## config.mk

```make
export PLATFORM = sky130hd
export DESIGN_NAME = mouse_link_controller
export DESIGN_NICKNAME = d
export VERILOG_FILES = /design/src/rtl/mouse_link_controller.sv
export SDC_FILE = /design/constraint.sdc
export NUM_CORES = 1
export LEC_CHECK = 0
export ABC_AREA = 1
export BUFFER_PORTS_ARGS = -buffer_cell sky130_fd_sc_hd__buf_4
export CAP_MARGIN = 0
export CELL_PAD_IN_SITES_DETAIL_PLACEMENT = 0
export CELL_PAD_IN_SITES_GLOBAL_PLACEMENT = 1
export CORE_MARGIN = 2
export CORE_UTILIZATION = 42
export CTS_BUF_LIST = sky130_fd_sc_hd__clkbuf_16
export CTS_CLUSTER_DIAMETER = 200
export DETAILED_ROUTE_END_ITERATION = 16
export PLACE_DENSITY_LB_ADDON = 0.2
export SYNTH_ARGS = -nofsm -noshare
export SYNTH_HDL_FRONTEND = slang
export SYNTH_SLANG_ARGS = --single-unit
```

## constraint.sdc

```tcl
create_clock -name clk -period 1.8 [get_ports clk]
set_input_delay 0.09 -clock clk [delete_from_list [all_inputs] [get_ports clk]]
set_output_delay 0.09 -clock clk [all_outputs]
set_load 0.02 [all_outputs]
```

## src/rtl/mouse_link_controller.sv

```systemverilog
// mouse_link_controller: frames ESP32 mouse packets from the UART RX byte
// stream, validates each field, enforces an inter-byte timeout, answers
// every packet with ACK/NACK on the UART TX side and tracks link health.
//
// Packet: SYNC, X[7:0], X[8], Y[7:0], Y[8], BTN  (+ CHK when enabled)
//
// Optional feature macro: MOUSE_LINK_CHECKSUM_EN
//   defined   -> 7th byte CHK = XOR of bytes 1..5, commit after CHK
//   undefined -> 6-byte packet, commit after BTN
//
// Ports:
//   clk, rst_n            system clock, asynchronous active-low reset
//   rx_data, rx_valid     byte stream from the UART RX core
//   tx_data, tx_valid     single-entry response (ACK/NACK) to the TX core
//   tx_ready              TX core accepts when tx_valid && tx_ready
//   mouse_x, mouse_y      signed 9-bit deltas of the last good packet
//   buttons               {M,R,L} of the last good packet
//   packet_ready          one-cycle pulse when the outputs update
//   link_up               link healthy
//   err_count             saturating error count
//   led                   {link_up, buttons}

module mouse_link_controller #(
    parameter int unsigned FREQ_HZ    = 27000000,
    parameter int unsigned TIMEOUT_US = 2000,
    parameter logic [7:0]  SYNC_BYTE  = 8'hAA,
    parameter logic [7:0]  ACK_BYTE   = 8'h06,
    parameter logic [7:0]  NACK_BYTE  = 8'h15,
    parameter int unsigned ERR_LIMIT  = 3
) (
    input  logic       clk,
    input  logic       rst_n,
    input  logic [7:0] rx_data,
    input  logic       rx_valid,
    output logic [7:0] tx_data,
    output logic       tx_valid,
    input  logic       tx_ready,
    output logic [8:0] mouse_x,
    output logic [8:0] mouse_y,
    output logic [2:0] buttons,
    output logic       packet_ready,
    output logic       link_up,
    output logic [7:0] err_count,
    output logic [3:0] led
);

    localparam int unsigned TIMEOUT_CYC = FREQ_HZ / 1000000 * TIMEOUT_US;
    localparam int unsigned TW = $clog2(TIMEOUT_CYC + 1);
    localparam logic [TW-1:0] TMR_LAST = TW'(TIMEOUT_CYC - 1);
    localparam logic [7:0] ERR_LIM = 8'(ERR_LIMIT);

    typedef enum logic [2:0] {
        HUNT  = 3'd0,
        X_LO  = 3'd1,
        X_SGN = 3'd2,
        Y_LO  = 3'd3,
        Y_SGN = 3'd4,
`ifdef MOUSE_LINK_CHECKSUM_EN
        BTN   = 3'd5,
        CHK   = 3'd6
`else
        BTN   = 3'd5
`endif
    } state_t;

    state_t        state_q, state_d;
    logic [TW-1:0] tmr_q, tmr_d;
    logic [7:0]    xlo_q, xlo_d;
    logic          xsgn_q, xsgn_d;
    logic [7:0]    ylo_q, ylo_d;
    logic          ysgn_q, ysgn_d;
    logic [2:0]    btn_q, btn_d;
    logic [8:0]    mouse_x_q, mouse_x_d;
    logic [8:0]    mouse_y_q, mouse_y_d;
    logic [2:0]    buttons_q, buttons_d;
    logic          packet_ready_q, packet_ready_d;
    logic          link_up_q, link_up_d;
    logic [7:0]    err_count_q, err_count_d;
    logic [7:0]    consec_q, consec_d;
    logic [7:0]    tx_data_q, tx_data_d;
    logic          tx_valid_q, tx_valid_d;

    logic good, bad, timeout, err, hs;

    always_comb begin
        state_d        = state_q;
        tmr_d          = tmr_q;
        xlo_d          = xlo_q;
        xsgn_d         = xsgn_q;
        ylo_d          = ylo_q;
        ysgn_d         = ysgn_q;
        btn_d          = btn_q;
        mouse_x_d      = mouse_x_q;
        mouse_y_d      = mouse_y_q;
        buttons_d      = buttons_q;
        packet_ready_d = 1'b0;
        link_up_d      = link_up_q;
        err_count_d    = err_count_q;
        consec_d       = consec_q;
        tx_data_d      = tx_data_q;
        tx_valid_d     = tx_valid_q;
        good           = 1'b0;
        bad            = 1'b0;
        timeout        = 1'b0;
        hs             = tx_valid_q & tx_ready;

        // Gap timer: idle in HUNT, restarted by every byte.
        if (state_q == HUNT || rx_valid) begin
            tmr_d = '0;
        end else if (tmr_q == TMR_LAST) begin
            tmr_d   = '0;
            timeout = 1'b1;
            state_d = HUNT;
        end else begin
            tmr_d = tmr_q + 1'b1;
        end

        if (rx_valid) begin
            unique case (state_q)
                HUNT: begin
                    if (rx_data == SYNC_BYTE) state_d = X_LO;
                end
                X_LO: begin
                    xlo_d   = rx_data;
                    state_d = X_SGN;
                end
                X_SGN: begin
                    if (rx_data[7:1] == 7'd0) begin
                        xsgn_d  = rx_data[0];
                        state_d = Y_LO;
                    end else begin
                        bad     = 1'b1;
                        state_d = HUNT;
                    end
                end
                Y_LO: begin
                    ylo_d   = rx_data;
                    state_d = Y_SGN;
                end
                Y_SGN: begin
                    if (rx_data[7:1] == 7'd0) begin
                        ysgn_d  = rx_data[0];
                        state_d = BTN;
                    end else begin
                        bad     = 1'b1;
                        state_d = HUNT;
                    end
                end
                BTN: begin
                    if (rx_data[7:3] == 5'd0) begin
                        btn_d   = rx_data[2:0];
`ifdef MOUSE_LINK_CHECKSUM_EN
                        state_d = CHK;
`else
                        good    = 1'b1;
                        state_d = HUNT;
`endif
                    end else begin
                        bad     = 1'b1;
                        state_d = HUNT;
                    end
                end
`ifdef MOUSE_LINK_CHECKSUM_EN
                CHK: begin
                    if (rx_data == (xlo_q ^ {7'd0, xsgn_q} ^ ylo_q ^
                                    {7'd0, ysgn_q} ^ {5'd0, btn_q}))
                        good = 1'b1;
                    else
                        bad  = 1'b1;
                    state_d = HUNT;
                end
`endif
                default: state_d = HUNT;
            endcase
        end

        err = bad | timeout;

        // Shadow _d values already hold the final byte at commit time.
        if (good) begin
            mouse_x_d      = {xsgn_d, xlo_d};
            mouse_y_d      = {ysgn_d, ylo_d};
            buttons_d      = btn_d;
            packet_ready_d = 1'b1;
            link_up_d      = 1'b1;
            consec_d       = '0;
        end

        if (err) begin
            if (err_count_q != 8'hFF) err_count_d = err_count_q + 1'b1;
            if (consec_q < ERR_LIM)   consec_d    = consec_q + 1'b1;
            if (timeout || consec_d >= ERR_LIM) link_up_d = 1'b0;
        end

        // Single-entry response slot; a new response is dropped while
        // the slot is busy unless it drains in this very cycle.
        if ((good || err) && (!tx_valid_q || hs)) begin
            tx_valid_d = 1'b1;
            tx_data_d  = good ? ACK_BYTE : NACK_BYTE;
        end else if (hs) begin
            tx_valid_d = 1'b0;
        end
    end

    always_ff @(posedge clk or negedge rst_n) begin
        if (!rst_n) begin
            state_q        <= HUNT;
            tmr_q          <= '0;
            xlo_q          <= '0;
            xsgn_q         <= 1'b0;
            ylo_q          <= '0;
            ysgn_q         <= 1'b0;
            btn_q          <= '0;
            mouse_x_q      <= '0;
            mouse_y_q      <= '0;
            buttons_q      <= '0;
            packet_ready_q <= 1'b0;
            link_up_q      <= 1'b0;
            err_count_q    <= '0;
            consec_q       <= '0;
            tx_data_q      <= '0;
            tx_valid_q     <= 1'b0;
        end else begin
            state_q        <= state_d;
            tmr_q          <= tmr_d;
            xlo_q          <= xlo_d;
            xsgn_q         <= xsgn_d;
            ylo_q          <= ylo_d;
            ysgn_q         <= ysgn_d;
            btn_q          <= btn_d;
            mouse_x_q      <= mouse_x_d;
            mouse_y_q      <= mouse_y_d;
            buttons_q      <= buttons_d;
            packet_ready_q <= packet_ready_d;
            link_up_q      <= link_up_d;
            err_count_q    <= err_count_d;
            consec_q       <= consec_d;
            tx_data_q      <= tx_data_d;
            tx_valid_q     <= tx_valid_d;
        end
    end

    assign mouse_x      = mouse_x_q;
    assign mouse_y      = mouse_y_q;
    assign buttons      = buttons_q;
    assign packet_ready = packet_ready_q;
    assign link_up      = link_up_q;
    assign err_count    = err_count_q;
    assign tx_data      = tx_data_q;
    assign tx_valid     = tx_valid_q;
    assign led          = {link_up_q, buttons_q};

endmodule
```

==> results of run 1 <==
registers in the layout, indices dropped and copies added (netlist names):
| name | cells |
|---|---|
| tmr_q | 16 |
| mouse_x | 9 |
| mouse_y | 9 |
| consec_q | 8 |
| err_count | 8 |
| xlo_q | 8 |
| ylo_q | 8 |
| buttons | 3 |
| state_q | 3 |
| tx_data | 3 |
| link_up | 1 |
| packet_ready | 1 |
| tx_valid | 1 |
| xsgn_q | 1 |
| ysgn_q | 1 |
logic make-up (layout without fill, tap and decap cells):
family,Yosys count,count (layout),synth area share (%)
and+or+nand+nor,201,201,24.3
DFF,80,80,54.5
buffers and inverters,70,128,8.92
AOI/OAI and AO/OA,56,56,9.05
adders and majority gates,3,3,1.02
xor gates and xnor gates,9,9,2.14
other,1,4,0.102
worst min-delay path by stage:
| stage | to | slack (ns) | cells past startpoint |
|---|---|---|---|
| 4_1_cts | state_q[0] | 0.08 | 3 |
| 3_5_place_dp | tmr_q[1] | 0.09 | 1 |
| 2_1_floorplan | buttons[0] | -0.21 | 0 |
| 5_1_grt | state_q[0] | 0.1 | 3 |
| 6_report | xsgn_q | 0.08 | 3 |
| 3_3_place_gp | tmr_q[1] | 0.09 | 1 |
per-layer routing:
| layer | up-vias | global-route usage, % | part of all wire [%] |
|---|---|---|---|
| met2 | 39 | 27.3 | 47 |
| li1 | 1430 | - | - |
| met3 | 8 | 2.95 | 2.9 |
| met5 | - | 0 | 0 |
| met1 | 1304 | 24.2 | 49 |
| met4 | 0 | 5.98 | 1.3 |
cell usage in the layout (no fill, tap or decap), types with 3 or more instances in the layout:
cell                         count
sky130_fd_sc_hd__nor2_1         35
sky130_fd_sc_hd__nand2_1       107
sky130_fd_sc_hd__conb_1          4
sky130_fd_sc_hd__nor2_2          3
sky130_fd_sc_hd__buf_4          59
sky130_fd_sc_hd__dfrtp_1        80
sky130_fd_sc_hd__ha_1            3
sky130_fd_sc_hd__nor3_1          7
sky130_fd_sc_hd__a21oi_1         8
sky130_fd_sc_hd__clkinvlp_4      3
sky130_fd_sc_hd__inv_2           4
sky130_fd_sc_hd__nor3_2          3
sky130_fd_sc_hd__inv_1          47
sky130_fd_sc_hd__o21ai_0        17
sky130_fd_sc_hd__nand3_2         6
sky130_fd_sc_hd__xnor2_1         5
sky130_fd_sc_hd__nand3_1        27
sky130_fd_sc_hd__o21a_1          9
sky130_fd_sc_hd__o21ai_1        15
sky130_fd_sc_hd__xor2_1          4
sky130_fd_sc_hd__nor4_1          3
sky130_fd_sc_hd__clkbuf_16       9
power breakdown:
part	switching [mW]	internal, mW
Combinational	0.0991	0.0530
Clock	0.733	1.21
Sequential	0.0121	1.82
stage by stage:
stage / util [%] / cells / instance area [um^2] / power [mW]
finish: 52.5 / 589 / 4510 / 3.93
global route: 52.5 / 589 / 4510 / 4.07
CTS: 52.0 / 587 / 4470 / 3.96
detailed placement: 48.1 / 570 / 4130 / 2.02
global placement: 48.1 / 570 / 4130 / 2.01
floorplan: - / 423 / 3690 / 1.93
final cells by class:
cell class / count / area (um^2) / area share [%]
Sequential cell: 80 / 2000 / 44.4
Clock buffer: 9 / 225 / 4.99
Multi-Input combinational cell: 273 / 1390 / 30.8
Clock inverter: 7 / 96.3 / 2.14
Inverter: 51 / 191 / 4.24
Timing Repair Buffer: 61 / 473 / 10.5
Tap cell: 108 / 135 / 3.00
repair_timing:
action                     in CTS  in global routing
hold buffers                    1                  0
hold endpoints to repair       35                  0
buffers inserted                0                  2
setup endpoints to repair       0                 13
gates resized for setup         0                  9
worst register-to-register path, stage by stage, from the launching register on:
cell                      delay [ns]
sky130_fd_sc_hd__dfrtp_1        0.44
sky130_fd_sc_hd__inv_1          0.08
sky130_fd_sc_hd__nand2_1        0.08
sky130_fd_sc_hd__nor2_1         0.06
sky130_fd_sc_hd__nor2_2         0.17
sky130_fd_sc_hd__inv_1          0.13
sky130_fd_sc_hd__a21oi_4        0.21
sky130_fd_sc_hd__inv_2          0.13
sky130_fd_sc_hd__nor2_1         0.12
sky130_fd_sc_hd__o21a_1         0.12
==> flow_summary.toml, run 1 <==
[outcome]
status = "finished, final reports clean"

[floorplanning]
std_cell_core_area_um2 = 8590
initial_utilization_pct = 42.8
die-area_um2 = 9520
chipWidth_um = 97.6
die_height_um = 97.6
ios = 56
num_rows = 34

[clock_tree]
h-tree-depth = 3
cts_tree = "built"
cts_root_buffer = "sky130_fd_sc_hd__clkbuf_16"
cts.path.max_buffers = 2
path_clk_slew_ns = 0.06
cts-buffers-inserted = 9
insertion_delay_ns = 0.33
tritoncts_num_sinks = 80

[critical_path]
crit_cells = 9
r2r-end = "tmr_q[12]"
cp.buffers_inverters = 3
critical_path.max_stage_delay_ns = 0.44
crit_path_cell_trace = "inv_1, nand2_1, nor2_1, nor2_2, inv_1, a21oi_4, inv_2, nor2_1, o21a_1"
worst_r2r_path_depth = 9
end_kind = "flip-flop"
worstPathRequired_ns = 2.07
reg2reg_from = "state_q[0]"
critical_path.slowest_cell = "sky130_fd_sc_hd__dfrtp_1"
timing.critical_path.from = "state_q[0]"
crit_fanout = 8
crit_family = "flip-flops"
worstSetupEndpoint = "tmr_q[12]"
arrival_ns = 1.87
worstSetupStartpointType = "flip-flop"
reg2reg_setup_slack_ns = 0.19
crit_type = "flip-flop to flip-flop"

[sta]
final.setup.worst_slack_ns = 0.194
totalNegativeSetupSlack_ns = 0
grt_setup_unrepaired = "yes"
maxClockFrequency_mhz = 623
holdWs_ns = 0.0758
setup_viol = 0
skew_ns = 0.00498
final_worst_path_period_share_pct = 89.2
slew_viol_final = 0
post-route-min-period_ns = 1.61
timing.final.hold_violations = 0

[route]
viasPerCell = 4.72
first_pass_iters = 4
initialDrtViolationCount = 97
vias = 2781
post-route-drc-count = 0
wirelength_um = 7500
wire_per_inst_um = 12.7
antenna_left = 0

[power]
power_density_nw_per_um2 = 871
leakage_nw = 2.26
irDropWorstVdd_v = 0.000436

[logic_synthesis]
yosys.cell_types.count = 35
ys_async_sr_fraction_pct = 100
synth_top_area_cells = "sky130_fd_sc_hd__dfrtp_1 (54%), sky130_fd_sc_hd__nand2_1 (11%), sky130_fd_sc_hd__inv_1 (4.8%)"
netlist_top_cells_count = "sky130_fd_sc_hd__nand2_1 (108), sky130_fd_sc_hd__dfrtp_1 (80), sky130_fd_sc_hd__inv_1 (47)"
ys.flop_type = "sky130_fd_sc_hd__dfrtp_1"
synth_edf_count = 0
yosysWarnings = 0
synthesis.instances = 420
ys_seq_elements = 80
synth_sequential_area_ratio_pct = 54.5
synth_area_leader = "sky130_fd_sc_hd__dfrtp_1"
post_synth_instance_area_um2 = 3680
synthDominantCellAreaShare_pct = 54.5
syn_area_per_cell_um2 = 8.75
yosysMostFrequentCell = "sky130_fd_sc_hd__nand2_1"

[min_path]
holdCritStartpoint = "rx_data[0]"
holdCritPathClass = "primary input to flip-flop"

[global_route]
globalRouteOverflowTotal = 0
largest_net_degree_at_the_start_of_global_routing = 38
global_route_wire_length_before_repair_um = 13500
track_usage_pct = 17.3
via_count_of_the_first_global_routing_pass = 2837
grt_antenna_before_repair = 0

[place]
preCtsSetupSlack_ns = 0.129
placement.io_buffers = 51
gp_congestion = 0.799
dp_hpwl_um = 5380

[run]
drv_cap = 0

[layout]
post_route_cells_drive_above_1_share_pct = 20.8
flow.area_growth_from_synthesis_pct = 22.7
layout.nets = 491
num_antenna_cells = 0
layout.filler_cells = 825
(Power assumes the default switching activity.)
==> run 2, diff against run 1 <==
Settings changed: ABC_AREA 1 to default, CORE_UTILIZATION 42 to 39.
==> run 2 against run 1 <==
  * The run now ends with negative setup slack left
  * Global-route usage down 1.3 points
  * Final cell count shrank 7.0%
  * Non-clock buffer count increased by 35
  * Die area rose by 5.5%
  * Area after synthesis decreased by 1.8%
  * Register-to-register slack got worse by 0.28 ns
  * Clock skew grew 0.0053 ns
  * Clock-buffer cell count unchanged
  * Critical endpoint is now consec_q[1]
  * Critical path depth down 2
  * Clock power down 8%
==> flow_summary.toml, run 2 <==
[logic_synthesis]
yosys.cell_types.count = 43
synthDominantCellAreaShare_pct = 55.5
ys_async_sr_fraction_pct = 100
post_synth_instance_area_um2 = 3610
yosysWarnings = 0
synthesis.instances = 344
ys_seq_elements = 80
netlist_top_cells_count = "sky130_fd_sc_hd__dfrtp_1 (80), sky130_fd_sc_hd__nand2_1 (77), sky130_fd_sc_hd__nor2_1 (27)"
synth_top_area_cells = "sky130_fd_sc_hd__dfrtp_1 (55%), sky130_fd_sc_hd__nand2_1 (8.0%), sky130_fd_sc_hd__mux2_2 (6.2%)"
syn_area_per_cell_um2 = 10.5
synth_area_leader = "sky130_fd_sc_hd__dfrtp_1"
yosysMostFrequentCell = "sky130_fd_sc_hd__dfrtp_1"
synth_edf_count = 0
ys.flop_type = "sky130_fd_sc_hd__dfrtp_1"
synth_sequential_area_ratio_pct = 55.5

[sta]
final.setup.worst_slack_ns = -0.0863
max_slew_margin_pct = 61.5
post-route-min-period_ns = 1.89
slew_viol_final = 0
timing.final.hold_violations = 0
setup_viol = 5
maxClockFrequency_mhz = 530
grt_setup_unrepaired = "yes"
final_worst_path_period_share_pct = 105
skew_ns = 0.0103
worst_slew_pin_slew_ns = 0.578

[global_route]
grt_antenna_before_repair = 0
global_route_wire_length_before_repair_um = 12600
largest_net_degree_at_the_start_of_global_routing = 46
globalRouteOverflowTotal = 0
via_count_of_the_first_global_routing_pass = 2693
track_usage_pct = 15.9

[place]
placed_cell_area_um2 = 4360
placement.io_buffers = 51
placedCellCount = 527
dp_hpwl_um = 5070
gp_congestion = 0.754

[min_path]
holdCritPathClass = "primary input to flip-flop"

[clock_tree]
cts-buffers-inserted = 9
cts_tree = "built"
path_clk_slew_ns = 0.06
insertion_delay_ns = 0.33
h-tree-depth = 3
cts_root_buffer = "sky130_fd_sc_hd__clkbuf_16"
cts.path.max_buffers = 2
tritoncts_num_sinks = 80

[floorplanning]
die-area_um2 = 10000
chipWidth_um = 100
std_cell_core_area_um2 = 9110
initial_utilization_pct = 39.6
die_height_um = 100
ios = 56
num_rows = 35

[route]
post-route-drc-count = 0
antenna_left = 0
viasPerCell = 4.84
initialDrtViolationCount = 114
first_pass_iters = 4
wirelength_um = 7380
wire_per_inst_um = 13.5
vias = 2650

[layout]
seqCellArea_um2 = 2000
post_route_cells_drive_above_1_share_pct = 33.6
layout_commonest_cell = "sky130_fd_sc_hd__buf_4"
max_flop_register = "tmr_q"
multiInputGateArea_um2 = 1490
flow.area_growth_from_synthesis_pct = 30.6
layout.cells.most_common_list = "sky130_fd_sc_hd__buf_4 (90), sky130_fd_sc_hd__dfrtp_1 (80), sky130_fd_sc_hd__nand2_1 (77), sky130_fd_sc_hd__nor2_1 (27), sky130_fd_sc_hd__mux2_2 (19)"
num_antenna_cells = 0
layout.nets = 447
finalCoreUtilization_pct = 51.7
largest_reg_flops = 16
layoutNonFillerInstCount = 548
layout.filler_cells = 827
stdcell_area_um2 = 4710

[power]
switching_power_mw = 0.940
combPwrFrac_pct = 7.8
switching_share_pct = 23.5
pwr-share-seq_pct = 47.1
leakage_nw = 2.36
power.clock.fraction_pct = 45.1
power.internal_mw = 3.06
power_density_nw_per_um2 = 848
irDropWorstVdd_v = 0.000417

[critical_path]
crit_path_cell_trace = "ha_2, and3_4, nand4_4, or3_4, buf_6, a211oi_4, mux2i_1"
arrival_ns = 2.13
crit_type = "flip-flop to flip-flop"
crit_fanout = 5
critical_path.max_stage_delay_ns = 0.39
critical_path.slowest_cell = "sky130_fd_sc_hd__or3_4"
worstPathRequired_ns = 2.05
end_kind = "flip-flop"
worstSetupStartpointType = "flip-flop"

[outcome]
failed_checks = "negative setup slack"
status = "complete, but fails checks"

[run]
drv_cap = 0
[run 2: changes by cell type after synthesis, moves of 8 or more]
cell	delta
sky130_fd_sc_hd__o21ai_1	-12
sky130_fd_sc_hd__o21a_1	-9
sky130_fd_sc_hd__inv_1	-40
sky130_fd_sc_hd__nand2_1	-31
sky130_fd_sc_hd__o21ai_0	-16
sky130_fd_sc_hd__nor2_1	-8
sky130_fd_sc_hd__nand3_1	-14
sky130_fd_sc_hd__mux2_2	+20
[run 2: repair_timing]
action | in CTS | in global routing
hold endpoints to repair | 46 | 0
hold buffers | 3 | 0
endpoints found under the setup margin | 10 | 12
gates resized for setup | 3 | 1
pin swaps | 2 | 1
buffers inserted | 2 | 0
[run 2: final timing paths]
path                             from          end  slack [ns]  depth (start not counted)
max                          tmr_q[0]  consec_q[1]       -0.09                          7
min                        rx_data[0]   buttons[0]        0.03                          3
max reg2reg                  tmr_q[0]  consec_q[1]       -0.09                          7
min reg2reg                    xsgn_q   mouse_x[8]        0.47                          2
max in group asynchronous       rst_n     tmr_q[9]        0.85                          3
min in group asynchronous       rst_n   mouse_y[5]        0.34                          2
[run 2: cells by family after synthesis]
logic type | Yosys count | synth area share, %
other | 1 | 0.104
AO/OA/AOI/OAI | 24 | 5.41
XOR/XNOR | 19 | 4.61
adder cells (fa/ha/maj) | 3 | 1.04
AND/OR/NAND/NOR | 164 | 21.8
buffers and inverters | 30 | 4.47
multiplexers | 23 | 7.11
flip-flops | 80 | 55.5
[run 2: final cells by class]
class	instances	share of cell area (%)
well taps	111	2.95
clock buffers	9	4.78
repair buffers	96	16.1
inverters	8	0.637
clock inverters	7	1.51
multi-input cells	237	31.6
flip-flops and latches	80	42.5
[run 2: critical path: cells and delay by family, from the launching register on]
family | cells | cell delay (ns)
fa+ha+maj | 1 | 0.18
mux | 1 | 0.21
buf+inv | 1 | 0.15
flops | 1 | 0.35
compound gates | 1 | 0.24
simple gates | 3 | 0.66
[run 2: layer usage]
layer,vias up,part of all wire [%],global-route usage (%),wire [um]
met5,-,0,0,0
met4,0,1.2,7.27,87
met3,7,3.5,3.34,258
met2,43,46,25.0,3430
met1,1284,49,21.3,3600
li1,1316,-,-,-
[run 2: metrics by stage]
step	setup TNS [ns]	setup slack (ns)	hold WS (ns)	power [mW]
after detailed placement	-0.500	-0.163	0.132	2.23
after CTS	-0.462	-0.107	0.0194	4.06
after global routing	-1.32	-0.170	0.0292	4.18
final	-0.313	-0.0863	0.0258	4.00
after floorplan	-0.320	-0.0798	-0.206	2.07
after global placement	-0.224	-0.0697	0.132	2.22
[run 2: power by group through the flow]
stage / combinational, mW / sequential, mW / clock (mW)
2_1_floorplan: 0.118 / 1.95 / 0
3_3_place_gp: 0.308 / 1.91 / 0
3_5_place_dp: 0.313 / 1.92 / 0
4_1_cts: 0.318 / 1.88 / 1.86
5_1_grt: 0.351 / 1.89 / 1.94
6_report: 0.312 / 1.88 / 1.80
==> run 3, diff against run 2 <==
Settings changed: CELL_PAD_IN_SITES_GLOBAL_PLACEMENT 1 to 2, CORE_UTILIZATION 39 to 36.
==> run 3 against run 2 <==
  * The run still ends with negative setup slack left
  * Core utilization decreased by 3.0 points
  * First-iteration DRC count decreased by 34%
  * Final cell count increased by 4.0%
==> flow_summary.toml, run 3 (synthesized netlist as in run 2, its figures left out) <==
[sta]
final.setup.worst_slack_ns = -0.113
slew_viol_final = 0
timing.final.hold_violations = 0
skew_ns = 0.00715
maxClockFrequency_mhz = 523
grt_setup_unrepaired = "yes"
final_worst_path_period_share_pct = 106
post-route-min-period_ns = 1.91
setup_viol = 10

[layout]
num_antenna_cells = 0
layout.nets = 447
layout_commonest_cell = "sky130_fd_sc_hd__buf_4"
stdcell_area_um2 = 4760
layout.filler_cells = 931
seqCellArea_um2 = 2000
multiInputGateArea_um2 = 1540
post_route_cells_drive_above_1_share_pct = 35.2
layout.cells.most_common_list = "sky130_fd_sc_hd__buf_4 (91), sky130_fd_sc_hd__dfrtp_1 (79), sky130_fd_sc_hd__nand2_1 (77), sky130_fd_sc_hd__nor2_1 (27), sky130_fd_sc_hd__mux2_2 (19)"
flow.area_growth_from_synthesis_pct = 31.9
max_flop_register = "tmr_q"
layoutNonFillerInstCount = 570
largest_reg_flops = 16

[clock_tree]
cts_root_buffer = "sky130_fd_sc_hd__clkbuf_16"
cts.path.max_buffers = 2
insertion_delay_ns = 0.34
h-tree-depth = 3
path_clk_slew_ns = 0.06
cts_tree = "built"
tritoncts_num_sinks = 80
cts-buffers-inserted = 9

[power]
pwr-share-seq_pct = 47.9
power_density_nw_per_um2 = 825
leakage_nw = 2.35
switching_share_pct = 25.4
power.clock.fraction_pct = 43.9
switching_power_mw = 1.00
power.internal_mw = 2.93
power_mw = 3.93
combPwrFrac_pct = 8.1
irDropWorstVdd_v = 0.000402

[floorplanning]
ios = 56
die-area_um2 = 10800
die_height_um = 104
initial_utilization_pct = 36.9
std_cell_core_area_um2 = 9770
num_rows = 36
chipWidth_um = 104

[outcome]
status = "complete, but fails checks"
failed_checks = "negative setup slack"

[route]
first_pass_iters = 4
wire_per_inst_um = 13.3
antenna_left = 0
vias = 2628
viasPerCell = 4.61
wirelength_um = 7590
initialDrtViolationCount = 75
post-route-drc-count = 0

[place]
dp_hpwl_um = 5030
placed_cell_area_um2 = 4370
gp_congestion = 0.774
placedCellCount = 549
placement.io_buffers = 51

[global_route]
globalRouteOverflowTotal = 0
global_route_wire_length_before_repair_um = 13100
grt_antenna_before_repair = 0
largest_net_degree_at_the_start_of_global_routing = 81
track_usage_pct = 14.8
via_count_of_the_first_global_routing_pass = 2778

[critical_path]
reg2reg_from = "tmr_q[0]"
crit_cells = 7
reg2reg_setup_slack_ns = -0.11
cp.buffers_inverters = 1
crit_family = "simple AND/OR/NAND/NOR gates"
worstSetupStartpointType = "flip-flop"
critical_path.slowest_cell = "sky130_fd_sc_hd__or3_4"
crit_path_cell_trace = "ha_2, and3_4, nand4_4, or3_4, buf_6, a211oi_4, mux2i_1"
critical_path.max_stage_delay_ns = 0.38
end_kind = "flip-flop"
worstPathRequired_ns = 2.05
arrival_ns = 2.16
worst_r2r_path_depth = 7
crit_type = "flip-flop to flip-flop"
timing.critical_path.from = "tmr_q[0]"
crit_fanout = 5

[min_path]
worst_hold_path.num_cells = 3
holdCritPathClass = "primary input to flip-flop"
holdCritStartpoint = "rx_data[0]"

[run]
drv_cap = 0
run 3: cell count changes in the layout (fill, tap and decap cells not counted), moves of 2 or more:
cell / previous run / this run
sky130_fd_sc_hd__a211oi_2: 5 / 3
sky130_fd_sc_hd__a211oi_4: 1 / 3
sky130_fd_sc_hd__a21oi_1: 5 / 2
sky130_fd_sc_hd__a21oi_4: 0 / 2
sky130_fd_sc_hd__inv_6: 1 / 3
run 3: routing by layer:
metal | GRT usage, % | vias to the layer above | share of wire (%)
li1 | - | 1310 | -
met1 | 19.7 | 1267 | 49
met2 | 23.8 | 42 | 46
met3 | 3.26 | 9 | 3.4
met4 | 5.50 | 0 | 1.5
met5 | 0 | - | 0
run 3: area by class of cell:
class	count	area share, %
Inverter	8	0.631
Clock inverter	7	1.13
Tap cell	133	3.49
Timing Repair Buffer	96	15.6
Clock buffer	9	4.73
Multi-Input combinational cell	237	32.3
Sequential cell	80	42.1
run 3: repair_timing:
item	4_1_cts	5_1_grt
hold endpoints to repair	82	0
buffers inserted	2	0
pin swaps	2	2
hold buffers	3	0
endpoints found under the setup margin	7	22
gates cloned	0	0
gates resized for setup	6	9
run 3: final timing paths:
check,to
max,consec_q[0]
min,buttons[0]
max reg2reg,consec_q[0]
min reg2reg,mouse_y[8]
max in group asynchronous,mouse_y[8]
min in group asynchronous,tmr_q[12]
run 3: tightest hold or removal path, cell delays in order:
cell and delay, ns:
sky130_fd_sc_hd__buf_4 0.12, sky130_fd_sc_hd__nand2_1 0.05, sky130_fd_sc_hd__nand2_1 0.05
run 3: power groups by stage:
| stage | logic (mW) | registers, mW | clock network (mW) |
|---|---|---|---|
| after global placement | 0.314 | 1.91 | 0 |
| after CTS | 0.322 | 1.88 | 1.77 |
| after floorplan | 0.118 | 1.95 | 0 |
| final | 0.320 | 1.88 | 1.73 |
| after detailed placement | 0.315 | 1.92 | 0 |
| after global routing | 0.357 | 1.89 | 1.87 |
run 3: per-stage QoR:
step	setup TNS (ns)	utilization (%)	setup slack, ns	hold WS (ns)
after floorplan	-0.320	-	-0.0798	-0.206
after global placement	-0.239	44.7	-0.0715	0.158
after detailed placement	-0.441	44.7	-0.115	0.161
after CTS	-0.703	48.3	-0.125	0.0130
after global routing	-1.57	48.7	-0.170	0.0283
final	-0.451	48.7	-0.113	0.0128
